==> src/rtl/beat_visualizer.sv <==
// Beat chaser for the music player: flashes an 8-LED pattern on each crotchet,
// decays the brightness with PWM dimming against low_count, and counts beat/bar.
module beat_visualizer #(
   parameter logic [6:0] SONG_START  = 7'd1,
   parameter logic [7:0] DECAY_STEP  = 8'd8,
   parameter logic [7:0] FLASH_LEVEL = 8'd255
) (
   input  logic       clk,
   input  logic       rst_n,
   input  logic [6:0] crotchet,
   input  logic       crotchet_pulse,
   input  logic [9:0] low_count,
   input  logic       enable,
   output logic [7:0] leds,
   output logic [1:0] beat,
   output logic [4:0] bar,
   output logic       sync_err,
   output logic       active
);

   typedef enum logic [1:0] {
      IDLE = 2'd0,
      RUN  = 2'd1,
      FADE = 2'd2
   } state_t;

   state_t     state, state_nxt;
   logic [7:0] brightness, bright_nxt;
   logic [6:0] prev_crotchet, prev_nxt;
   logic [1:0] beat_nxt;
   logic [4:0] bar_nxt;
   logic       err_nxt;
   logic [7:0] leds_nxt;
   logic [7:0] pattern;
   logic [7:0] decayed;
   logic [6:0] prev_inc;
   logic       decay_tick;
   logic       accept;

   assign decay_tick = (low_count == 10'd0);
   assign prev_inc   = prev_crotchet + 7'd1;
   assign decayed    = (brightness > DECAY_STEP) ? (brightness - DECAY_STEP) : 8'd0;

   // NOTE: every variable gets a default at the top of the block so no path
   // leaves one unassigned, which would infer a latch.
   always_comb begin
      state_nxt  = state;
      bright_nxt = brightness;
      prev_nxt   = prev_crotchet;
      beat_nxt   = beat;
      bar_nxt    = bar;
      err_nxt    = 1'b0;
      accept     = 1'b0;

      case (state)
         IDLE: begin
            if (crotchet_pulse && enable) begin
               state_nxt = RUN;
               accept    = 1'b1;
               beat_nxt  = 2'd0;
               bar_nxt   = 5'd0;
            end
         end
         RUN: begin
            if (!enable) begin
               state_nxt = FADE;
               if (decay_tick) bright_nxt = decayed;
            end else if (crotchet_pulse) begin
               accept = 1'b1;
               if (crotchet == SONG_START) begin
                  beat_nxt = 2'd0;
                  bar_nxt  = 5'd0;
               end else if (crotchet == prev_inc) begin
                  beat_nxt = beat + 2'd1;
                  if (beat == 2'd3) bar_nxt = bar + 5'd1;
               end else begin
                  beat_nxt = 2'd0;
                  err_nxt  = 1'b1;
               end
            end else if (decay_tick) begin
               bright_nxt = decayed;
            end
         end
         FADE: begin
            // Re-enable wins over the exit to IDLE; pulses here never flash.
            if (enable) state_nxt = RUN;
            else if (brightness == 8'd0) state_nxt = IDLE;
            if (decay_tick) bright_nxt = decayed;
         end
         default: state_nxt = IDLE;
      endcase

      if (accept) begin
         bright_nxt = FLASH_LEVEL;
         prev_nxt   = crotchet;
      end
   end

   // LEDs are computed from the post-edge brightness and counters so the
   // registered output lines up with them.
   always_comb begin
      pattern = (beat_nxt == 2'd0) ? 8'hFF : (8'd1 << {bar_nxt[0], beat_nxt});
      leds_nxt = 8'd0;
      if (state_nxt != IDLE && bright_nxt > low_count[9:2]) leds_nxt = pattern;
   end

   // NOTE: sequential state uses non-blocking assignments so every register
   // samples the pre-edge values regardless of statement order.
   always_ff @(posedge clk) begin
      if (!rst_n) begin
         state         <= IDLE;
         brightness    <= 8'd0;
         prev_crotchet <= 7'd0;
         beat          <= 2'd0;
         bar           <= 5'd0;
         sync_err      <= 1'b0;
         leds          <= 8'd0;
         active        <= 1'b0;
      end else begin
         state         <= state_nxt;
         brightness    <= bright_nxt;
         prev_crotchet <= prev_nxt;
         beat          <= beat_nxt;
         bar           <= bar_nxt;
         sync_err      <= err_nxt;
         leds          <= leds_nxt;
         active        <= (state_nxt != IDLE);
      end
   end

endmodule

==> config.mk <==
export PLATFORM = sky130hd
export DESIGN_NAME = beat_visualizer
export DESIGN_NICKNAME = d
export VERILOG_FILES = /design/src/rtl/beat_visualizer.sv
export SDC_FILE = /design/constraint.sdc
export NUM_CORES = 1
export LEC_CHECK = 0
export BUFFER_PORTS_ARGS = -buffer_cell sky130_fd_sc_hd__buf_4
export CAP_MARGIN = 0
export CORE_AREA = 2 2 64 66
export CTS_BUF_LIST = sky130_fd_sc_hd__clkbuf_2
export DETAILED_ROUTE_END_ITERATION = 10
export DIE_AREA = 0 0 66 68
export PLACE_DENSITY_LB_ADDON = 0.1
export SLEW_MARGIN = 20
export SYNTH_ARGS = -nofsm -noshare
export SYNTH_HDL_FRONTEND = slang
export SYNTH_SLANG_ARGS = --single-unit
==> constraint.sdc <==
create_clock -name clk -period 3.84 [get_ports clk]
set_input_delay 0.192 -clock clk [delete_from_list [all_inputs] [get_ports clk]]
set_output_delay 0.192 -clock clk [all_outputs]
set_load 0.01 [all_outputs]
==> summary.md, run 1 <==
| Metric | Value |
|---|---|
| NetSw | `about 0.26 mW` |
| Pleak | `approximately 1.1 nW` |
| DRC viols | `0` |
| Initial Util | `between 50% and 60%` |
| H-tree levels | `2` |
| DP Wirelength | `~3800 µm` |
| Max_slew headroom | `between 40% and 50%` |
| Yosys reg bits | `34` |
| Worst Path Class, Setup | `reg2reg` |
| Pin count of the biggest net entering global routing | `22` |
| Antenna-violating nets left | `0` |
| Peak VDD IR | `approximately 0.15 mV` |
| Via Count | `around 2000` |
| GP Congestion | `approximately 0.97` |
| Final setup fails | `0` |
| YS warnings | `0` |
| Hold Vio Cnt, Final | `0` |
| Core area | `3856 µm²` |
| Post-synth cell types | `57` |
| RSZ-0062 raised after global routing | `false` |
| Status | `finished clean` |
| Sequential power share | `50.8%` |
| Comb power frac | `a little over a quarter` |
| Routed vias/inst | `approximately 5.8` |
| Initial antenna violation count | `0` |
| Filler Cells Inserted | `around 380` |
| Int Power | `around 0.51 mW` |
| Syn Inst Count | `250` |
| Most frequent cells in the layout | `39 x buf_4, 35 x nand2_1, 34 x dfxtp_1` |
| CP Data Required Time | `between 4000 and 5000 ps` |
| Number of synthesized flops with an enable pin | `0` |
| Switching Fraction | `between 30% and 40%` |
| Nature of the critical path endpoint | `register` |
| Die area | `~4500 µm²` |
| GRT overflow | `0` |
| Worst Max-Slew Pin Slew | `approximately 850 ps` |
| Top FF cell, synth | `dfxtp_1` |
| Cts repair resizes | `0` |
| Clock buffer depth | `2` |
| Startpoint type of the worst setup path | `register` |
| Synth area leader | `dfxtp_1` |
| Total CTS buffers | `5` |
| Synthesized area per cell | `around 8.4 µm²` |
| DRT Wirelength | `4789 µm` |
| Share of cells above drive strength 1 | `22.18%` |
| Sequential cell area fraction in the yosys report | `32.34%` |
| Fin crit period | `around 3200 ps` |
| Die W | `roughly 66 µm` |
| Clock skew | `~16 ps` |
| Syn nets | `approximately 290` |
| CTS Hold Bufs | `0` |
| Fin util | `about 64%` |
| DR pass1 iterations | `5` |
| ANT cells | `0` |
| Tot GR Track Use | `a little under a quarter` |
| Worst slack at placement | `435.4 ps` |
| PD cells | `a little over 300 nW/µm²` |
| Number of nets in the layout | `329` |
| DR iter-0 viols | `between 150 and 200` |
| Slew Limit Fails | `0` |
| Register area | `~680 µm²` |
| I/O pins | `38` |
| Root Driver | `clkbuf_2` |
| Max-cap violations | `0` |
| Hold Crit Class | `in2reg` |
| Crit Path Max Fanout | `11` |
| Port-buffer cells | `37` |
| PnR worst setup slack | `636.3 ps` |
| First-pass GRT wire length | `around 8000 µm` |
| Worst-path clk slew | `180 ps` |
| CTS Sinks | `34` |
| Row count | `23` |
| Worst skew pair latency | `390 ps` |
| Final Power | `~0.77 mW` |
| Setup TNS | `0 ps` |
| Clock share of power | `a little over a fifth` |
| Post-CTS setup buffer count | `0` |
| Ys async rst share | `0%` |
| Fmax | `312.1 MHz` |
| Area share of the largest cell type after synthesis | `32.34%` |
| Synth area leaders | `dfxtp_1 32%, ha_1 9.5%, a21oi_1 6.4%` |
| Most common cell after layout, fill and taps aside | `buf_4` |
| Average wire per cell in the routed design | `between 10 and 15 µm` |
| Die height | `68 µm` |
| WP data arrival | `~3500 ps` |
| Fin crit share | `83.43%` |
| Area of the multi-input gates | `about 1400 µm²` |
| Vias in the first global route | `between 1500 and 2000` |
| CTS tree | `done` |
| Area delta synth->final | `17.84%` |
| Cell Area, Synth | `about 2100 µm²` |
-- path summary, 6_finish.rpt --
kind | from | endpoint | slack [ps] | depth (start not counted)
worst min register to register | prev_crotchet[6] | prev_crotchet[6] | 480 | 2
worst min-delay path | crotchet[1] | prev_crotchet[1] | 50 | 3
worst max register to register | state[1] | leds[6] | 640 | 12
worst max-delay path | state[1] | leds[6] | 640 | 12
-- cell usage after synthesis (all sizes together) (2+ instances only) --
| cell | count |
|---|---|
| a2111oi | 2 |
| a211oi | 4 |
| a21o | 2 |
| a21oi | 28 |
| a31oi | 4 |
| and2 | 9 |
| and4 | 2 |
| clkbuf | 3 |
| dfxtp | 34 |
| ha | 16 |
| inv | 14 |
| mux2i | 2 |
| nand2 | 35 |
| nand3 | 9 |
| nand3b | 3 |
| nand4 | 4 |
| nor2 | 14 |
| nor3 | 2 |
| nor3b | 3 |
| nor4 | 3 |
| o211a | 2 |
| o21a | 3 |
| o21ai | 11 |
| o221ai | 2 |
| o311ai | 4 |
| o31ai | 4 |
| or2 | 4 |
| or3 | 2 |
| or4 | 3 |
| xnor2 | 5 |
| xor2 | 3 |
-- kinds of logic (layout without fill, tap and decap cells) --
kind of cell	count (synthesis)	count (layout)	synth area share, %
simple gates	98	98	25.74
flops	34	34	32.34
fa+ha+maj	16	16	9.512
mux	3	3	1.486
compound gates	72	72	23.07
xor+xnor	9	9	4.459
buf+inv	18	61	3.389
-- state kept, by name, summed over array words and instances, names as in the netlist --
register / cells
prev_crotchet: 7
state: 2
sync_err: 1
bar: 5
beat: 2
leds: 8
active: 1
brightness: 8
-- worst max-delay path, cell delays in order (launching register included) --
cell and delay (ps):
dfxtp_1 440, inv_1 80, ha_1 310, a21oi_1 320
nor4bb_1 100, a21o_1 170, a221o_1 330, ha_1 300
a21oi_1 60, o21ai_0 320, mux2_2 260, o311ai_4 150
a211oi_1 260
-- per-stage QoR --
step           hold slack, ps  std cells  instance area [µm²]
3_3_place_gp            456.3        335                 2441
3_5_place_dp            464.6        335                 2441
2_1_floorplan           313.7        250                 2105
6_report                45.49        343                 2480
5_1_grt                 11.16        343                 2480
4_1_cts                 43.01        343                 2480
-- power by group through the flow --
stage	Clock, mW	Combinational (mW)	Sequential, mW
final	0.168	0.211	0.392
after global routing	0.191	0.236	0.395
after CTS	0.170	0.211	0.391
after detailed placement	0	0.210	0.399
after global placement	0	0.208	0.398
after floorplan	0	0.139	0.398
-- layer usage --
metal	GRT usage [%]	vias up	share of wire, %
met4	9.184	0	1.8
li1	-	998	-
met1	27.85	907	42
met5	0	-	0
met3	5.592	9	6.0
met2	41.16	68	50
-- area by class of cell --
| type | count | area share (%) |
|---|---|---|
| multi-input combinational | 198 | 54.54 |
| clock inverter | 2 | 0.3532 |
| inverter | 14 | 2.119 |
| tap | 50 | 2.523 |
| timing repair buffer | 39 | 11.81 |
| clock buffer | 6 | 1.211 |
| sequential | 34 | 27.45 |
(Power assumes the default switching activity.)
==> inputs of run 2 (changes only) <==
ABC_AREA = 1   (was unset)
CORE_AREA = 2 2 68 70   (was 2 2 64 66)
DIE_AREA = 0 0 70 72   (was 0 0 66 68)
clock period = 3.3 ns   (was 3.84 ns; I/O delays follow)
==> run 2 against run 1 <==
Effect of this change: wire length is 13% higher; cell count increased by 34%; register-to-register slack lost 220 ps; clock-buffer cell count fell by 1; combinational power is 45% higher; first-iteration DRC count down 47%; die area rose by 12%; critical path type unchanged; largest power group unchanged.
==> summary.md, run 2 <==
| Metric | Value |
|---|---|
| Worst Hold Depth | `3 (unchanged)` |
| Top FF cell, synth | `dfxtp_1 (unchanged)` |
| Worst reg-to-reg setup slack | `420 ps (was 640 ps)` |
| Die height | `72 µm (was 68 µm)` |
| Post-synth cell types | `34 (was 57)` |
| DRT Wirelength | `5406 µm (was 4789 µm)` |
| DR iter-0 viols | `93 (was 175)` |
| Total CTS buffers | `5 (unchanged)` |
| RSZ-0062 raised after global routing | `false (unchanged)` |
| Cell Count Post-Placement | `451 (was 335)` |
| Most common cell after layout, fill and taps aside | `nand2_1 (was buf_4)` |
| Die area | `5040 µm² (was 4488 µm²)` |
| Worst-path cell chain | `nor2_1 > nand2_1 > inv_1 > a21oi_1 > nor2_1 > inv_1 > nand3_1 > o21ai_0 > nand2_1 > nand2_1 > ha_1 > nand4_1 > o31ai_1 > inv_1 > nand2_1 > nor2_2 > nand2_2 > o21ai_1 (was inv_1 > ha_1 > a21oi_1 > nor4bb_1 > a21o_1 > a221o_1 > ha_1 > a21oi_1 > o21ai_0 > mux2_2 > o311ai_4 > a211oi_1)` |
| Crit path top cell by count | `nand2_1` |
| Port-buffer cells | `37 (unchanged)` |
| Antenna-violating nets left | `0 (unchanged)` |
| Syn nets | `399 (was 287)` |
| Initial antenna violation count | `0 (unchanged)` |
| Reg2reg end | `leds[7] (was leds[6])` |
| Worst skew pair latency | `410 ps (was 390 ps)` |
| Hold_sp | `rst_n (was crotchet[1])` |
| Yosys reg bits | `34 (unchanged)` |
| Average wire per cell in the routed design | `11.78 µm (was 13.96 µm)` |
| Slowest stage delay, CP | `440 ps (about the same)` |
| Pin count of the biggest net entering global routing | `20 (was 22)` |
| Hold Crit Class | `in2reg (unchanged)` |
| Max_slew headroom | `69.65% (was 43.02%)` |
| Slew Limit Fails | `0 (unchanged)` |
| Slowest CP cell | `o31ai_1 (was dfxtp_1)` |
| Area share of the largest cell type after synthesis | `28.81% (was 32.34%)` |
| Synthesized area per cell | `6.526 µm² (was 8.418 µm²)` |
| Sequential cell area fraction in the yosys report | `28.81% (was 32.34%)` |
| Root Driver | `clkbuf_2 (unchanged)` |
| Post-CTS setup buffer count | `0 (unchanged)` |
| CP Data Required Time | `3630 ps (was 4150 ps)` |
| YS warnings | `0 (unchanged)` |
| Setup TNS | `0 ps (unchanged)` |
| Core area | `4264 µm² (was 3856 µm²)` |
| M3 GR Usage | `3.750% (was 5.592%)` |
| Most frequent cells in the layout | `87 x nand2_1, 59 x inv_1, 40 x buf_4 (was 39 x buf_4, 35 x nand2_1, 34 x dfxtp_1)` |
| CTS Sinks | `34 (unchanged)` |
| Final setup fails | `0 (unchanged)` |
| Syn Inst Count | `362 (was 250)` |
| Number of nets in the layout | `443 (was 329)` |
| ANT cells | `0 (unchanged)` |
| Met1 Usage GRT | `30.42% (was 27.85%)` |
| Top-count cell post-synth | `nand2_1 (unchanged)` |
| Worst Max-Slew Pin Slew | `451.3 ps (was 847.4 ps)` |
| Synth area leaders | `dfxtp_1 29%, nand2_1 14%, inv_1 9.4% (was dfxtp_1 32%, ha_1 9.5%, a21oi_1 6.4%)` |
| Hold WS | `32.17 ps (was 45.49 ps)` |
| Crit Path Max Fanout | `5 (was 11)` |
| Worst reg2reg path depth | `18 (was 12)` |
| Synth area leader | `dfxtp_1 (unchanged)` |
| DP Wirelength | `4187 µm (was 3763 µm)` |
| Routed vias/inst | `5.129 (was 5.778)` |
| Tot GR Track Use | `23.18% (was 23.47%)` |
| First-pass GRT wire length | `9480 µm (was 8004 µm)` |
| Vias in the first global route | `2197 (was 1797)` |
| Number of synthesized flops with an enable pin | `0 (unchanged)` |
| Non-filler cells in the finished layout | `459 (was 343)` |
| Row count | `24 (was 23)` |
| Share of cells above drive strength 1 | `18.67% (was 22.18%)` |
| Clock skew | `28.30 ps (was 15.75 ps)` |
| Area delta synth->final | `16.68% (was 17.84%)` |
| Synth cell count leaders | `87 x nand2_1, 59 x inv_1, 35 x nor2_1 (was 35 x nand2_1, 34 x dfxtp_1, 27 x a21oi_1)` |
| PD cells | `355.3 nW/µm² (was 310.9 nW/µm²)` |
| Ys async rst share | `0% (unchanged)` |
| WP data arrival | `3210 ps (was 3510 ps)` |
| Top Registers | `brightness (8), leds (8), prev_crotchet (7) (unchanged)` |
| GP Congestion | `0.9061 (was 0.9709)` |
| GRT busiest layer | `met2 (unchanged)` |
| Cell Area, Synth | `2362 µm² (was 2105 µm²)` |
| H-tree levels | `2 (unchanged)` |
| DRC viols | `0 (unchanged)` |
| Worst Setup SP | `brightness[5] (was state[1])` |
| Startpoint type of the worst setup path | `register (unchanged)` |
| CTS tree | `done (unchanged)` |
| Fin crit period | `2883 ps (was 3204 ps)` |
| GRT overflow | `0 (unchanged)` |
| Fin crit share | `87.36% (was 83.43%)` |
| Clock buffer depth | `2 (unchanged)` |
| I/O pins | `38 (unchanged)` |
| Initial Util | `55.40% (was 54.57%)` |
| Pleak | `1.415 nW (was 1.065 nW)` |
| Peak VDD IR | `0.2274 mV (was 0.1502 mV)` |
| Met2 GRT Util | `39.47% (was 41.16%)` |
| Worst Path Class, Setup | `reg2reg (unchanged)` |
| Worst hold endpoint | `prev_crotchet[4] (was prev_crotchet[1])` |
| Status | `finished clean (unchanged)` |
| Max-cap violations | `0 (unchanged)` |
| R2R Path Start | `brightness[5] (was state[1])` |
| Fmax | `346.9 MHz (was 312.1 MHz)` |
| Worst-path clk slew | `200 ps (was 180 ps)` |
| DR pass1 iterations | `5 (unchanged)` |
| Nature of the critical path endpoint | `register (unchanged)` |
| Via Count | `2354 (was 1982)` |
| Die W | `70 µm (was 66 µm)` |
| Hold Vio Cnt, Final | `0 (unchanged)` |
==> run 2: changes by cell type in the layout (fill, tap and decap cells not counted), moves of 8 or more <==
cell / delta
and2_1: -8
nand2_1: +52
nand2_2: +11
nand3_1: +9
nor2_1: +21
inv_1: +45
==> run 2: worst max path at each step <==
stage,to,slack (ps),cells after the start
after floorplan,leds[7],770,23
after global placement,leds[7],520,22
after detailed placement,leds[7],350,22
after CTS,leds[7],340,22
after global routing,leds[5],60,23
final,leds[7],420,18
==> run 2: cell type report <==
class | instances | area, µm²
Fill cell | 414 | 1508
Tap cell | 52 | 65.06
Inverter | 62 | 232.7
Clock buffer | 5 | 25.02
Timing Repair Buffer | 40 | 300.3
Sequential cell | 34 | 680.7
Clock inverter | 3 | 16.27
Multi-Input combinational cell | 263 | 1436
==> run 2: cells by family (layout without fill, tap and decap cells) <==
| kind of cell | count (synthesis) | in the layout | synth area share (%) |
|---|---|---|---|
| AOI/OAI and AO/OA | 62 | 62 | 14.67 |
| xor gates and xnor gates | 6 | 6 | 2.225 |
| adders and majority gates | 16 | 16 | 8.474 |
| buffers and inverters | 65 | 110 | 10.49 |
| DFF | 34 | 34 | 28.81 |
| and+or+nand+nor | 179 | 179 | 35.33 |
==> run 2: metal layers <==
layer	share of wire, %	vias to the layer above	routed length [µm]
met2	48	56	2575
met5	0	-	0
met1	46	1046	2487
met4	1.2	0	66
met3	5.1	7	276
li1	-	1245	-
==> run 2: stage by stage <==
stage	setup WS, ps	utilization, %	power, mW	area (µm²)
floorplan	765.5	-	0.6828	2362
CTS	338.9	64.58	0.9847	2754
global placement	518.1	63.62	0.7744	2713
detailed placement	354.4	63.62	0.7815	2713
global route	58.28	64.64	1.048	2756
finish	417.2	64.64	0.9792	2756
==> run 2: critical path, delay by kind of cell, from the launching register on <==
| family | cells | cell delay (ps) |
|---|---|---|
| buffers and inverters | 3 | 280 |
| DFF | 1 | 390 |
| and+or+nand+nor | 10 | 1200 |
| adders and majority gates | 1 | 290 |
| AOI/OAI and AO/OA | 4 | 650 |
==> run 2: power by group <==
part / switching, mW / internal, mW
Combinational: 0.184 / 0.122
Sequential: 0.0252 / 0.444
Clock: 0.156 / 0.0482
Total: 0.365 / 0.614
==> run 2: timing repair <==
action / in CTS / in global routing
hold buffers: 0 / 0
setup endpoints to repair: 0 / 8
resized for setup: 0 / 1
hold endpoints to repair: 0 / 0
